## src/rtl/trumpet_compressor.sv

```systemverilog
// -----------------------------------------------------------------------------
// trumpet_compressor
//
// Peak-envelope dynamics compressor that follows the noise gate. Each accepted
// sample goes through four phases:
//   IDLE : waits for a sample. With enable = 0 the sample is passed straight
//          through with one cycle of latency.
//   ENV  : updates the peak envelope. The attack rate is used when the sample
//          magnitude is above the envelope and the release rate otherwise.
//   DIV  : computes the gain in Q1.15 with a 16-cycle restoring divider. It
//          always takes the full 16 cycles, so latency is fixed.
//   MUL  : multiplies the sample by the gain and registers the result.
// Compressed samples appear 18 clocks after acceptance.
//
// Ports
//   clk         in   system clock; all state changes on the rising edge
//   rst_n       in   asynchronous active-low reset
//   enable      in   1 = compress, 0 = bypass; sampled only in IDLE
//   in_sample   in   signed PCM sample from the noise gate
//   in_valid    in   in_sample is valid this cycle
//   in_ready    out  sample is accepted this cycle (high exactly in IDLE)
//   out_sample  out  processed sample, held between updates
//   out_valid   out  single-cycle strobe marking a new out_sample
//   gain_out    out  last applied gain, Q1.15 (0x8000 = 1.0)
// -----------------------------------------------------------------------------
module trumpet_compressor #(
    parameter int DATA_W        = 16,
    parameter int THRESHOLD     = 8000,
    parameter int RATIO_SHIFT   = 2,
    parameter int ATTACK_SHIFT  = 2,
    parameter int RELEASE_SHIFT = 8
) (
    input  logic                     clk,
    input  logic                     rst_n,
    input  logic                     enable,
    input  logic signed [DATA_W-1:0] in_sample,
    input  logic                     in_valid,
    output logic                     in_ready,
    output logic signed [DATA_W-1:0] out_sample,
    output logic                     out_valid,
    output logic [15:0]              gain_out
);

    typedef enum logic [1:0] {
        S_IDLE = 2'd0,
        S_ENV  = 2'd1,
        S_DIV  = 2'd2,
        S_MUL  = 2'd3
    } state_t;

    localparam logic [DATA_W-1:0] THR       = DATA_W'(THRESHOLD);
    localparam logic [15:0]       GAIN_ONE  = 16'h8000;
    localparam logic [3:0]        DIV_LAST  = 4'd15;

    state_t                     state_q, state_d;
    logic signed [DATA_W-1:0]   sample_q, sample_d;
    logic [DATA_W-1:0]          env_q, env_d;
    // Divider: partial remainder (one bit wider than env so that the
    // left shift never overflows), quotient, and iteration counter.
    logic [DATA_W:0]            rem_q, rem_d;
    logic [15:0]                quo_q, quo_d;
    logic [3:0]                 cnt_q, cnt_d;
    logic                       unity_q, unity_d;
    logic signed [DATA_W-1:0]   out_sample_q, out_sample_d;
    logic                       out_valid_q, out_valid_d;
    logic [15:0]                gain_q, gain_d;

    logic [DATA_W-1:0]          env_next;
    logic [DATA_W:0]            divisor;
    logic [15:0]                gain_sel;

    // Magnitude with saturation: the most negative code maps to max positive.
    function automatic logic [DATA_W-1:0] sat_abs(input logic signed [DATA_W-1:0] x);
        logic [DATA_W-1:0] mag;
        if (x == {1'b1, {(DATA_W-1){1'b0}}}) begin
            mag = {1'b0, {(DATA_W-1){1'b1}}};
        end else if (x < 0) begin
            mag = $unsigned(-x);
        end else begin
            mag = $unsigned(x);
        end
        return mag;
    endfunction

    // One envelope step. The result always lies between env and a, so the
    // unsigned add/subtract cannot wrap.
    function automatic logic [DATA_W-1:0] env_step(input logic [DATA_W-1:0] env,
                                                   input logic [DATA_W-1:0] a);
        logic [DATA_W-1:0] nxt;
        if (a > env) begin
            nxt = env + ((a - env) >> ATTACK_SHIFT);
        end else begin
            nxt = env - ((env - a) >> RELEASE_SHIFT);
        end
        return nxt;
    endfunction

    // Output level the envelope is pulled down to. Only meaningful when
    // env > THR; otherwise the unity flag overrides the quotient.
    function automatic logic [DATA_W-1:0] target_of(input logic [DATA_W-1:0] env);
        return THR + ((env - THR) >> RATIO_SHIFT);
    endfunction

    // Sample times Q1.15 gain, floored by the arithmetic shift. The gain is at
    // most 1.0, so the result always fits back into DATA_W bits.
    function automatic logic signed [DATA_W-1:0] apply_gain(input logic signed [DATA_W-1:0] s,
                                                            input logic [15:0] g);
        logic signed [DATA_W+16:0] prod;
        prod = s * $signed({1'b0, g});
        return DATA_W'(prod >>> 15);
    endfunction

    assign in_ready   = (state_q == S_IDLE);
    assign out_sample = out_sample_q;
    assign out_valid  = out_valid_q;
    assign gain_out   = gain_q;

    always_comb begin
        state_d      = state_q;
        sample_d     = sample_q;
        env_d        = env_q;
        rem_d        = rem_q;
        quo_d        = quo_q;
        cnt_d        = cnt_q;
        unity_d      = unity_q;
        out_sample_d = out_sample_q;
        out_valid_d  = 1'b0;
        gain_d       = gain_q;
        env_next     = env_step(env_q, sat_abs(sample_q));
        divisor      = {1'b0, env_q};
        gain_sel     = unity_q ? GAIN_ONE : quo_q;

        case (state_q)
            S_IDLE: begin
                if (in_valid) begin
                    if (enable) begin
                        sample_d = in_sample;
                        state_d  = S_ENV;
                    end else begin
                        out_sample_d = in_sample;
                        out_valid_d  = 1'b1;
                    end
                end
            end

            S_ENV: begin
                env_d   = env_next;
                unity_d = (env_next <= THR);
                // The divider starts from the dividend target. The first
                // iteration yields the integer bit (bit 15) of target/env,
                // so 16 iterations produce floor(target * 2^15 / env).
                rem_d   = {1'b0, target_of(env_next)};
                quo_d   = '0;
                cnt_d   = '0;
                state_d = S_DIV;
            end

            S_DIV: begin
                if (rem_q >= divisor) begin
                    rem_d = (rem_q - divisor) << 1;
                    quo_d = {quo_q[14:0], 1'b1};
                end else begin
                    rem_d = rem_q << 1;
                    quo_d = {quo_q[14:0], 1'b0};
                end
                cnt_d = cnt_q + 4'd1;
                if (cnt_q == DIV_LAST) begin
                    state_d = S_MUL;
                end
            end

            S_MUL: begin
                out_sample_d = apply_gain(sample_q, gain_sel);
                gain_d       = gain_sel;
                out_valid_d  = 1'b1;
                state_d      = S_IDLE;
            end

            default: begin
                state_d = S_IDLE;
            end
        endcase
    end

    always_ff @(posedge clk or negedge rst_n) begin
        if (!rst_n) begin
            state_q      <= S_IDLE;
            sample_q     <= '0;
            env_q        <= '0;
            rem_q        <= '0;
            quo_q        <= '0;
            cnt_q        <= '0;
            unity_q      <= 1'b0;
            out_sample_q <= '0;
            out_valid_q  <= 1'b0;
            gain_q       <= GAIN_ONE;
        end else begin
            state_q      <= state_d;
            sample_q     <= sample_d;
            env_q        <= env_d;
            rem_q        <= rem_d;
            quo_q        <= quo_d;
            cnt_q        <= cnt_d;
            unity_q      <= unity_d;
            out_sample_q <= out_sample_d;
            out_valid_q  <= out_valid_d;
            gain_q       <= gain_d;
        end
    end

endmodule

```

## config.mk

```make
export PLATFORM = sky130hd
export DESIGN_NAME = trumpet_compressor
export DESIGN_NICKNAME = d
export VERILOG_FILES = /design/src/rtl/trumpet_compressor.sv
export SDC_FILE = /design/constraint.sdc
export NUM_CORES = 1
export LEC_CHECK = 0
export ABC_AREA = 1
export BUFFER_PORTS_ARGS = -buffer_cell sky130_fd_sc_hd__buf_4
export CAP_MARGIN = 30
export CORE_MARGIN = 2
export CORE_UTILIZATION = 65
export DETAILED_ROUTE_END_ITERATION = 16
export PLACE_DENSITY = 0.87
export REMOVE_ABC_BUFFERS = 1
export SLEW_MARGIN = 30
export SYNTH_ARGS = -nofsm -noshare
export SYNTH_HDL_FRONTEND = slang
export SYNTH_SLANG_ARGS = --single-unit
```

## constraint.sdc

```tcl
create_clock -name clk -period 6.9 [get_ports clk]
set_clock_uncertainty 0.05 [all_clocks]
set_input_delay 1.725 -clock clk [delete_from_list [all_inputs] [get_ports clk]]
set_output_delay 1.725 -clock clk [all_outputs]
set_load 0.01 [all_outputs]
```

==> impl_metrics.ini <==
[yosys]
yosysWarnings = 0
synthCells = 2344
synth_edf_count = 0
synth_top_area_share_pct = 22.9
synth_top_family_by_area = adder cells
ys_ff_latch = 105
async_flop_share_pct = 100
ys_seq_area_share_pct = 15.4
netlist_area_um2 = 17000
synth_xor_area_share_pct = 2.56
synth-simple-area-share_pct = 23.3
synthFlopType = dfrtp_1
synth_area_leaders = fa_1, dfrtp_1, ha_1
synthMuxAreaShare_pct = 0
synth_compound_gate_area_share_pct = 10.3
synth.distinct_cells = 51
synthAdderAreaFrac_pct = 36.1
avgSynthCellArea_um2 = 7.26
synth_top_area_cell = fa_1

[placed_design]
globalplace.congestion = 1.00
port-buffer-count = 53
dp_hpwl_um = 41800

[clock_tree]
cts_sinks = 105
clock_latency_ns = 0.37
clock_path_buffers = 2
clk_pin_slew_worst_paths_ns = 0.09
htree_num_levels = 3
cts_tree = yes
ctsResizeCount = 0
root_buffer = clkbuf_16
cts_buffers = 9
ctsHoldBuffers = 0
postCtsSetupBuffers = 0

[final_layout]
n_antenna_cell = 0
drive_above_1_share_pct = 8.56
utilization_pct = 70.8
nets = 2786
areaGrowthSynthToFinish_pct = 7.74

[floorplan]
die_y_um = 166
die_x_um = 166
start_util_pct = 65.7
dieArea_um2 = 27500
rows = 59
core_area_um2 = 25900
pin_count = 54

[worst_setup_path]
max_stage_delay_ns = 0.69
worstPathRequired_ns = 7.15
crit_path_cell_trace = inv_1, nor2_1, fa_1, fa_1, fa_1, inv_1, fa_1, fa_1, inv_1, fa_1, ha_1, a21oi_1, o21a_1, nand2_1, a21oi_1, nor2_1, o21ai_0, inv_1, o21ai_0, o211ai_1, nand2_1
cp_max_fo = 14
worst_path_most_repeated_cell = fa_1
arrival_ns = 6.77
crit_path_end_kind = flop
critical_path_class = reg -> reg
startpoint_type = flop
cp_slowest_cell = dfrtp_1

[grt]
grt_overflow = 0
grt_util_met3_pct = 6.89
grt_max_degree = 66
antenna_found_initial = 0
grt.met1_usage_pct = 45.1
grt_pass1_wl_um = 84600
busiest_layer = met2
grt_use_met2_pct = 64.9
grt_pass1_vias = 16855
grt_usage_pct = 38.4

[sta]
slew_headroom_pct = 34.4
drv_slew = 0
fin_crit_ns = 6.52
worst_pin_slew_ns = 0.984
finalSetupViolCount = 0
period_share_pct = 94.5
hold_viol_final = 0
max_freq_mhz = 153
rsz0062_at_grt = yes

[routing]
routedWlPerCell_um = 18.7
first_pass_iters = 6
drt-total-wl_um = 51000
drc = 0
drt-initial-drc-count = 1368
vias = 15945
antenna_left = 0
viasPerCell = 5.84

[status]
status = finished, final reports clean

[job]
cap_violations = 0

[worst_hold_path]
hold_class = reg -> reg
## per-stage QoR
| step | instance area [um^2] | cells | hold slack [ns] | setup TNS (ns) | setup slack (ns) |
|---|---|---|---|---|---|
| 6_report | 18300 | 2731 | 0.441 | 0 | 0.380 |
| 5_1_grt | 18300 | 2731 | 0.456 | -0.0722 | -0.0454 |
| 4_1_cts | 18300 | 2731 | 0.444 | 0 | 0.233 |
| 3_5_place_dp | 18000 | 2715 | 0.417 | 0 | 0.238 |
| 3_3_place_gp | 18000 | 2715 | 0.416 | 0 | 0.425 |
| 2_1_floorplan | 16800 | 2275 | 0.404 | 0 | 0.612 |
## critical path: cells and delay by family, from the launching register on
kind            cells  cell delay, ns
fa+ha+maj           7            3.44
buf+inv             4            0.64
flops               1            0.69
simple gates        4            0.54
compound gates      6            1.08
## final cells by class
cell class	count	area [um^2]
clock inverters	7	85.1
inverters	483	1820
fillers	2041	7560
flip-flops and latches	105	2630
well taps	335	419
repair buffers	105	792
multi-input cells	1687	12400
clock buffers	9	225
## routing by layer
metal,up-vias,wire [um]
li1,7334,-
met1,7569,18600
met5,-,0
met2,805,24400
met3,237,4070
met4,0,3900
## Yosys cell counts (6+ instances only)
master and number:
nand2_1 566, inv_1 469, nor2_1 207, fa_1 195, ha_1 180, o21ai_0 126
a21oi_1 114, dfrtp_1 104, nand3_1 63, clkbuf_1 61, xor2_1 33, nor3_1 25
nand2_2 22, nand4_1 16, o22ai_1 15, xnor2_1 15, o211ai_1 14, nor2_2 12
nand3_2 11, a31oi_1 9, clkinv_1 7, inv_2 7, nor4_1 7, o221ai_1 7
a21o_1 6
## state kept, by name, indices dropped and copies added, names as in the netlist
signal,cells
cnt_q,4
env_q,16
gain_out,16
out_sample,16
out_valid,1
quo_q,16
rem_q,17
sample_q,16
state_q,2
unity_q,1
## cells in the final DEF, fill, tap and decap left out, drive strengths merged, types with 16 or more instances in the layout
| cell | synthesis | layout |
|---|---|---|
| o21ai | 129 | 129 |
| xor2 | 34 | 34 |
| nor2 | 223 | 223 |
| inv | 476 | 479 |
| nand2 | 589 | 589 |
| nand3 | 74 | 74 |
| buf | 8 | 105 |
| nand4 | 16 | 16 |
| ha | 180 | 180 |
| a21oi | 114 | 114 |
| dfrtp | 104 | 104 |
| nor3 | 26 | 26 |
| fa | 195 | 195 |
## cells by family (layout without fill, tap and decap cells)
family	after synthesis	count (layout)
and+or+nand+nor	947	947
buffers and inverters	552	604
xor gates and xnor gates	49	49
DFF	105	105
adders and majority gates	375	375
AOI/OAI and AO/OA	316	316
## path summary, 6_finish.rpt
kind / startpoint / endpoint / slack [ns] / depth (start not counted)
max in group asynchronous: rst_n / out_sample[4] / 4.40 / 2
worst min-delay path: out_sample[14] / out_sample[14] / 0.44 / 2
worst min register to register: out_sample[14] / out_sample[14] / 0.44 / 2
worst max register to register: sample_q[10] / out_sample[6] / 0.38 / 21
min in group asynchronous: rst_n / rem_q[15] / 1.29 / 1
worst max-delay path: sample_q[10] / out_sample[6] / 0.38 / 21
Power is not shown: default switching activity piles up to over one toggle a cycle in this logic, so the estimate is an artifact.
